`config.mk`:
```
export PLATFORM = sky130hd
export DESIGN_NAME = stream_delay_line
export DESIGN_NICKNAME = d
export VERILOG_FILES = /design/src/rtl/stream_delay_line.sv
export SDC_FILE = /design/constraint.sdc
export NUM_CORES = 1
export LEC_CHECK = 0
export CORE_MARGIN = 2
export CORE_UTILIZATION = 35
export CTS_CLUSTER_SIZE = 8
export DETAILED_ROUTE_END_ITERATION = 10
export RECOVER_POWER = 25
export SYNTH_ARGS = -nofsm -noshare
export SYNTH_HDL_FRONTEND = slang
export SYNTH_SLANG_ARGS = --single-unit
```
`constraint.sdc`:
```
create_clock -name clk -period 0.9 [get_ports clk]
set_clock_uncertainty 0.05 [all_clocks]
set_input_delay 0.18 -clock clk [delete_from_list [all_inputs] [get_ports clk]]
set_output_delay 0.18 -clock clk [all_outputs]
set_load 0.05 [all_outputs]
```
`src/rtl/stream_delay_line.sv`:
```
// Clock-enable-gated delay element for aligning data and strobes: either a WIDTH-bit
// register chain (SHIFT) or a down-counter that re-emits a single pulse (SYNC).
module stream_delay_line #(
    parameter int    WIDTH     = 1,
    parameter int    DELAY     = 16,
    parameter string MODE      = "SHIFT",
    parameter string ALLOW_SRL = "YES"
) (
    input  logic             clk,
    input  logic             rst,
    input  logic             ce,
    input  logic [WIDTH-1:0] din,
    output logic [WIDTH-1:0] dout
);

    generate
        if (MODE != "SHIFT" && MODE != "SYNC") begin : g_bad_mode
            $error("stream_delay_line: unknown MODE '%s'", MODE);
        end
        if (MODE == "SYNC" && WIDTH != 1) begin : g_bad_width
            $error("stream_delay_line: MODE SYNC requires WIDTH 1, got %0d", WIDTH);
        end
        if (DELAY < 0 || DELAY > 1023) begin : g_bad_delay
            $error("stream_delay_line: DELAY %0d outside 0..1023", DELAY);
        end

        if (DELAY == 0) begin : g_bypass
            logic unused_ctl;
            assign unused_ctl = ^{clk, rst, ce};
            assign dout       = din;
        end else if (MODE == "SHIFT") begin : g_shift
            logic [DELAY-1:0][WIDTH-1:0] sr_d;
            logic [DELAY-1:0][WIDTH-1:0] sr_w;

            always_comb begin
                sr_d = sr_w;
                if (ce) begin
                    sr_d[0] = din;
                    for (int k = 1; k < DELAY; k++) begin
                        sr_d[k] = sr_w[k-1];
                    end
                end
            end

            // The attribute is only a mapping hint; both branches behave identically.
            if (ALLOW_SRL == "YES") begin : g_srl
                (* shreg_extract = "yes" *) logic [DELAY-1:0][WIDTH-1:0] sr_q;
                always_ff @(posedge clk) begin
                    if (!rst) sr_q <= '0;
                    else      sr_q <= sr_d;
                end
                assign sr_w = sr_q;
            end else begin : g_ff
                (* shreg_extract = "no" *) logic [DELAY-1:0][WIDTH-1:0] sr_q;
                always_ff @(posedge clk) begin
                    if (!rst) sr_q <= '0;
                    else      sr_q <= sr_d;
                end
                assign sr_w = sr_q;
            end

            assign dout = sr_w[DELAY-1];
        end else if (MODE == "SYNC") begin : g_sync
            localparam int CW = $clog2(DELAY + 1);
            logic [CW-1:0] cnt_q;
            logic [CW-1:0] cnt_d;

            // A new pulse always reloads, so only the most recent pulse survives.
            always_comb begin
                cnt_d = cnt_q;
                if (ce) begin
                    if (din[0])               cnt_d = CW'(DELAY);
                    else if (cnt_q != '0)     cnt_d = cnt_q - CW'(1);
                end
            end

            always_ff @(posedge clk) begin
                if (!rst) cnt_q <= '0;
                else      cnt_q <= cnt_d;
            end

            assign dout = WIDTH'(cnt_q == CW'(1));
        end else begin : g_none
            logic unused_ctl;
            assign unused_ctl = ^{clk, rst, ce, din};
            assign dout       = '0;
        end
    endgenerate

endmodule

```
==> impl_metrics.csv, run 1 <==
group,metric,value,unit
pwr,p_total,1270,uW
clock_tree,clk_pin_slew,90,ps
sta,final_hold_viol_count,0,
route,wirelength,799,um
setup_path,cp.required,670,ps
floorplanning,die_w,45.9,um
setup_path,worstPathArrival,770,ps
route,drc,0,
setup_path,cpPeakStageDelay,360,ps
floorplanning,rows,15,
grt,grtUsageTotal,10.3,%
min_path,hold_start,"ce",
job,max_cap_viol_count,0,
grt,antenna_found_initial,0,
min_path,hold_class,"in2reg",
grt,grt_pass1_vias,305,
synth,synth_cells,51,
pwr,seqPwrFrac,56.5,%
route,routedWlPerCell,10.5,um
pwr,p_per_area,1690,nW/um^2
floorplanning,start_util,36.4,%
sta,slew_headroom,86.4,%
synth,ys.flop_type,"dfxtp_1",
placement,post-dp-hpwl,495,um
placement,io_buffers,4,
route,num_vias,335,
clock_tree,cts_buffers,3,
sta,final.min_clock_period,996,ps
clock_tree,cts-htree-levels,1,
cells_and_area,layoutNonFillerInstCount,76,
cells_and_area,seq_area,322,sq um
synth,syn_area_per_cell,12.1,sq um
clock_tree,clock_latency,270,ps
cells_and_area,final_nets,64,
cells_and_area,area_delta_synth_final,21.3,%
cells_and_area,n_antenna_cell,0,
synth,ys_seq_area_share,52.0,%
cells_and_area,multi_input_area,260,sq um
pwr,clkPwrFrac,36.0,%
synth,yosysTopAreaCellShare,52.0,%
setup_path,end_kind,"output port",
floorplanning,core_area,1690,sq um
cells_and_area,drive_above_1_share,15.3,%
clock_tree,clockRootBuffer,"clkbuf_4",
placement,placedCellCount,71,
pwr,internal-power,1020,uW
sta,max_freq,1000,MHz
sta,finalSetupViolations,1,
setup_path,crit_start,"dout$_SDFFE_PN0P_",
placement,routabilityCongestion,0.633,
setup_path,path_class,"reg2out",
sta,setup_slack,-96.2,ps
pwr,p_switching,244,uW
grt,grt_max_degree,17,
route,drt_iter0_drc,0,
pwr,p_leak,0.000310,uW
route,final_antenna_net_count,0,
setup_path,cp_max_fo,2,
setup_path,crit_chain,"buf_12",
setup_path,critPathBufInv,1,
synth,async_flop_share,0,%
sta,worst_hold_slack,447,ps
grt,overflow,0,
floorplanning,dieHeight,45.9,um
synth,syn-num-nets,55,
synth,ys_warn_count,0,
synth,ys_ff_latch,16,
sta,rsz0062_at_grt,"true",
clock_tree,cts_tree,"yes",
cells_and_area,n_fill_cell,170,
synth,ys_top_cells_by_area,"dfxtp_1 (52%), mux2i_1 (26%), nor2b_1 (16%), buf_12 (3.3%), buf_6 (1.8%)",
synth,syn-cell-area,616,sq um
pwr,switching_share,19.3,%
route,via_per_inst,4.41,
run_status,status,"finished with violations",
setup_path,timing.rr.start,"g_shift.g_srl.sr_q[13]$_SDFFE_PN0P_",
synth,synth_top_area_cell,"dfxtp_1",
sta,min_period_over_period,111,%
clock_tree,cts_buffer_depth,2,
setup_path,slowest_stage,"dfxtp_2",
run_status,violations,"setup timing",
route,dr.pass1.iters,1,
synth,ys_top_cells_by_count,"dfxtp_1 (16), mux2i_1 (16), nor2b_1 (16)",
floorplanning,dieArea,2110,sq um
clock_tree,cts_sinks,16,
pwr,combPwrFrac,7.5,%
sta,max_slew.worst_pin.slew,205,ps
grt,grt_pass1_wl,1410,um
synth,synth-edff-count,0,
floorplanning,ioPinCount,5,
sta,slew_violations,0,
setup_path,cp-start-kind,"flip-flop",
clock_tree,hold_buffers,0,
sta,setup_tns,-96.2,ps
pwr,ir_drop,0.896,mV
setup_path,cp_top_family,"flip-flops",
cells_and_area,post-route-util,44.2,%
synth,ys_types,6,
## registers in the layout (all words and copies together), names as in the netlist
| name | cells |
|---|---|
| g_shift.g_srl.sr_q | 15 |
| dout | 1 |
## layout by cell type (no fill, tap or decap), drive strengths merged
cell / n
mux2i: 16
nor2b: 16
dfxtp: 16
clkbuf: 4
buf: 3
clkdlybuf4s50: 2
bufbuf: 1
clkdlybuf4s15: 1
## routing by layer
layer  share of wire, %  up-vias  GRT usage (%)  wire length [um]
met5                  0        -              0                 0
met4                3.1        0           10.3                25
met3                3.9        2           3.97                31
met2                 44        4           12.5               353
met1                 49      145           13.0               389
li1                   -      184              -                 -
## worst paths after layout
path / slack (ps) / end / depth (start not counted)
worst max-delay path: -100 / dout / 1
worst min-delay path: 450 / g_shift.g_srl.sr_q[5]$_SDFFE_PN0P_ / 4
worst max register to register: 230 / g_shift.g_srl.sr_q[14]$_SDFFE_PN0P_ / 2
worst min register to register: 470 / g_shift.g_srl.sr_q[1]$_SDFFE_PN0P_ / 2
## through the flow
stage               setup slack, ps  instance area, sq um
floorplan                      82.1                   617
global placement               -398                   681
detailed placement             -398                   681
CTS                            -113                   748
global route                   -133                   747
finish                        -96.2                   747
## power by group through the flow
stage | clock (uW) | sequential (uW) | combinational, uW
final | 455 | 715 | 94.6
after global routing | 522 | 716 | 101
after CTS | 482 | 715 | 96.7
after detailed placement | 0 | 732 | 79.0
after global placement | 0 | 732 | 79.9
after floorplan | 0 | 731 | 60.9
## cell families (layout without fill, tap and decap cells)
family	count (synthesis)	count (layout)	synth area share [%]
muxes	16	16	26.0
DFF	16	16	52.0
and+or+nand+nor	16	16	16.3
buffers and inverters	3	11	5.69
## area by class of cell
cell class | instances | share of cell area, %
Multi-Input combinational cell | 32 | 34.8
Tap cell | 17 | 2.85
Sequential cell | 16 | 43.0
Timing Repair Buffer | 7 | 14.4
Clock buffer | 4 | 4.86
## timing repair
item	4_1_cts	5_1_grt
setup buffers	0	0
endpoints found under the setup margin	17	2
gates resized for setup	1	1
gates cloned	1	0
(Power assumes the default switching activity.)
==> run 2, diff against run 1 <==
TNS_END_PERCENT = 1   (was not set)
==> run 2 against run 1 <==
- the flow still finishes with violations (setup timing)
- global-route usage shrank 0.89 points
- sequential share of layout area grew 2.0 points
- register-to-register slack is essentially flat
- critical endpoint unchanged
- largest power group unchanged
==> impl_metrics.csv, run 2 (same netlist as run 1, synthesis figures left out) <==
group,metric,value,unit
clock_tree,cts_tree,"yes",
setup_path,cp_top_family,"flip-flops",
setup_path,cp-start-kind,"flip-flop",
route,top_layer,"met4",
job,max_cap_viol_count,0,
sta,final_hold_viol_count,0,
setup_path,crit_chain,"buf_12",
clock_tree,cts-htree-levels,1,
grt,grt_pass1_vias,290,
min_path,whs_path_depth,2,
route,met2WireLength,299,um
min_path,hold_class,"reg2reg",
clock_tree,clockRootBuffer,"clkbuf_4",
pwr,ir_drop,0.897,mV
grt,grt_pass1_wl,1300,um
pwr,p_per_area,1750,nW/um^2
sta,final.min_clock_period,997,ps
setup_path,slowest_stage,"dfxtp_2",
sta,slew_headroom,86.6,%
setup_path,r2r_setup_slack,230,ps
setup_path,crit_start,"dout$_SDFFE_PN0P_",
sta,max_slew.worst_pin.slew,201,ps
setup_path,cpPeakStageDelay,360,ps
floorplanning,start_util,36.4,%
clock_tree,cts_buffers,3,
setup_path,end_kind,"output port",
clock_tree,cts_sinks,16,
floorplanning,dieArea,2110,sq um
sta,rsz0062_at_grt,"true",
grt,overflow,0,
cells_and_area,final_nets,63,
clock_tree,clk_pin_slew,90,ps
floorplanning,dieHeight,45.9,um
setup_path,reg2reg_depth,2,
clock_tree,cts_setup_buffers,0,
pwr,p_leak,0.000292,uW
route,drt_iter0_drc,2,
clock_tree,hold_buffers,0,
sta,min_period_over_period,111,%
setup_path,cp_max_fo,2,
sta,setup_tns,-96.6,ps
setup_path,r2r-end,"g_shift.g_srl.sr_q[14]$_SDFFE_PN0P_",
route,wirelength,740,um
grt,grtUsageTotal,9.38,%
min_path,hold_path_end,"g_shift.g_srl.sr_q[1]$_SDFFE_PN0P_",
placement,place_ws,-398,ps
clock_tree,cts_buffer_depth,2,
sta,setup_slack,-96.6,ps
min_path,hold_start,"g_shift.g_srl.sr_q[1]$_SDFFE_PN0P_",
cells_and_area,layoutNonFillerInstCount,75,
route,num_vias,326,
clock_tree,clock_latency,270,ps
route,drc,0,
grt,antenna_found_initial,0,
placement,routabilityCongestion,0.633,
cells_and_area,n_antenna_cell,0,
placement,post-dp-hpwl,495,um
route,routedWlPerCell,9.87,um
cells_and_area,drive_above_1_share,13.8,%
route,via_per_inst,4.35,
cells_and_area,area_delta_synth_final,15.9,%
setup_path,timing.rr.start,"g_shift.g_srl.sr_q[13]$_SDFFE_PN0P_",
floorplanning,ioPinCount,5,
route,met1_length,383,um
placement,io_buffers,4,
sta,finalSetupViolations,1,
route,final_antenna_net_count,0,
cells_and_area,most-common-layout-cells,"mux2i_1 (16), nor2b_1 (16), dfxtp_1 (15)",
cells_and_area,top_register,"g_shift.g_srl.sr_q",
placement,placedCellCount,71,
floorplanning,die_w,45.9,um
cells_and_area,largest_register_ffs,15,
setup_path,critPathBufInv,1,
floorplanning,rows,15,
setup_path,cp.required,670,ps
floorplanning,core_area,1690,sq um
route,dr.pass1.iters,2,
setup_path,path_class,"reg2out",
cells_and_area,post-route-util,42.2,%
grt,grt_max_degree,17,
sta,max_freq,1000,MHz
route,wl_met3,31,um
run_status,status,"finished with violations",
sta,slew_violations,0,
run_status,violations,"setup timing",
setup_path,worstPathArrival,770,ps
run 2: cell type report:
| class | instances | area (sq um) |
|---|---|---|
| clock buffer | 4 | 36.3 |
| multi-input combinational | 32 | 260 |
| timing repair buffer | 6 | 73.8 |
| fill | 174 | 976 |
| tap | 17 | 21.3 |
| sequential | 16 | 322 |
run 2: worst max path at each step:
stage / slack [ps] / depth (start not counted) / endpoint
final: -100 / 1 / dout
after global routing: -130 / 1 / dout
after CTS: -110 / 1 / dout
after detailed placement: -400 / 4 / g_shift.g_srl.sr_q[14]$_SDFFE_PN0P_
after global placement: -400 / 4 / g_shift.g_srl.sr_q[2]$_SDFFE_PN0P_
after floorplan: 80 / 4 / g_shift.g_srl.sr_q[0]$_SDFFE_PN0P_
run 2: stage by stage:
step           cell area, sq um  total power (uW)  hold WS (ps)
6_report                    713              1250           473
5_1_grt                     713              1320           446
4_1_cts                     716              1280           459
3_5_place_dp                681               811           455
3_3_place_gp                681               812           451
2_1_floorplan               617               792           258
run 2: report_power, final:
part | total (uW) | internal, uW | switching (uW)
clock | 455 | 246 | 209
combinational | 75.4 | 45.9 | 29.5
sequential | 715 | 713 | 2.34
run 2: layer usage:
layer | track usage [%] | vias up
met1 | 12.0 | 140
li1 | - | 180
met4 | 10.3 | 0
met3 | 3.97 | 2
met2 | 10.6 | 4
met5 | 0 | -
run 2: repair_timing:
| action | 4_1_cts | 5_1_grt |
|---|---|---|
| gates resized for setup | 1 | 0 |
| endpoints found under the setup margin | 17 | 1 |
| cloned | 0 | 0 |
| pin swaps | 0 | 0 |
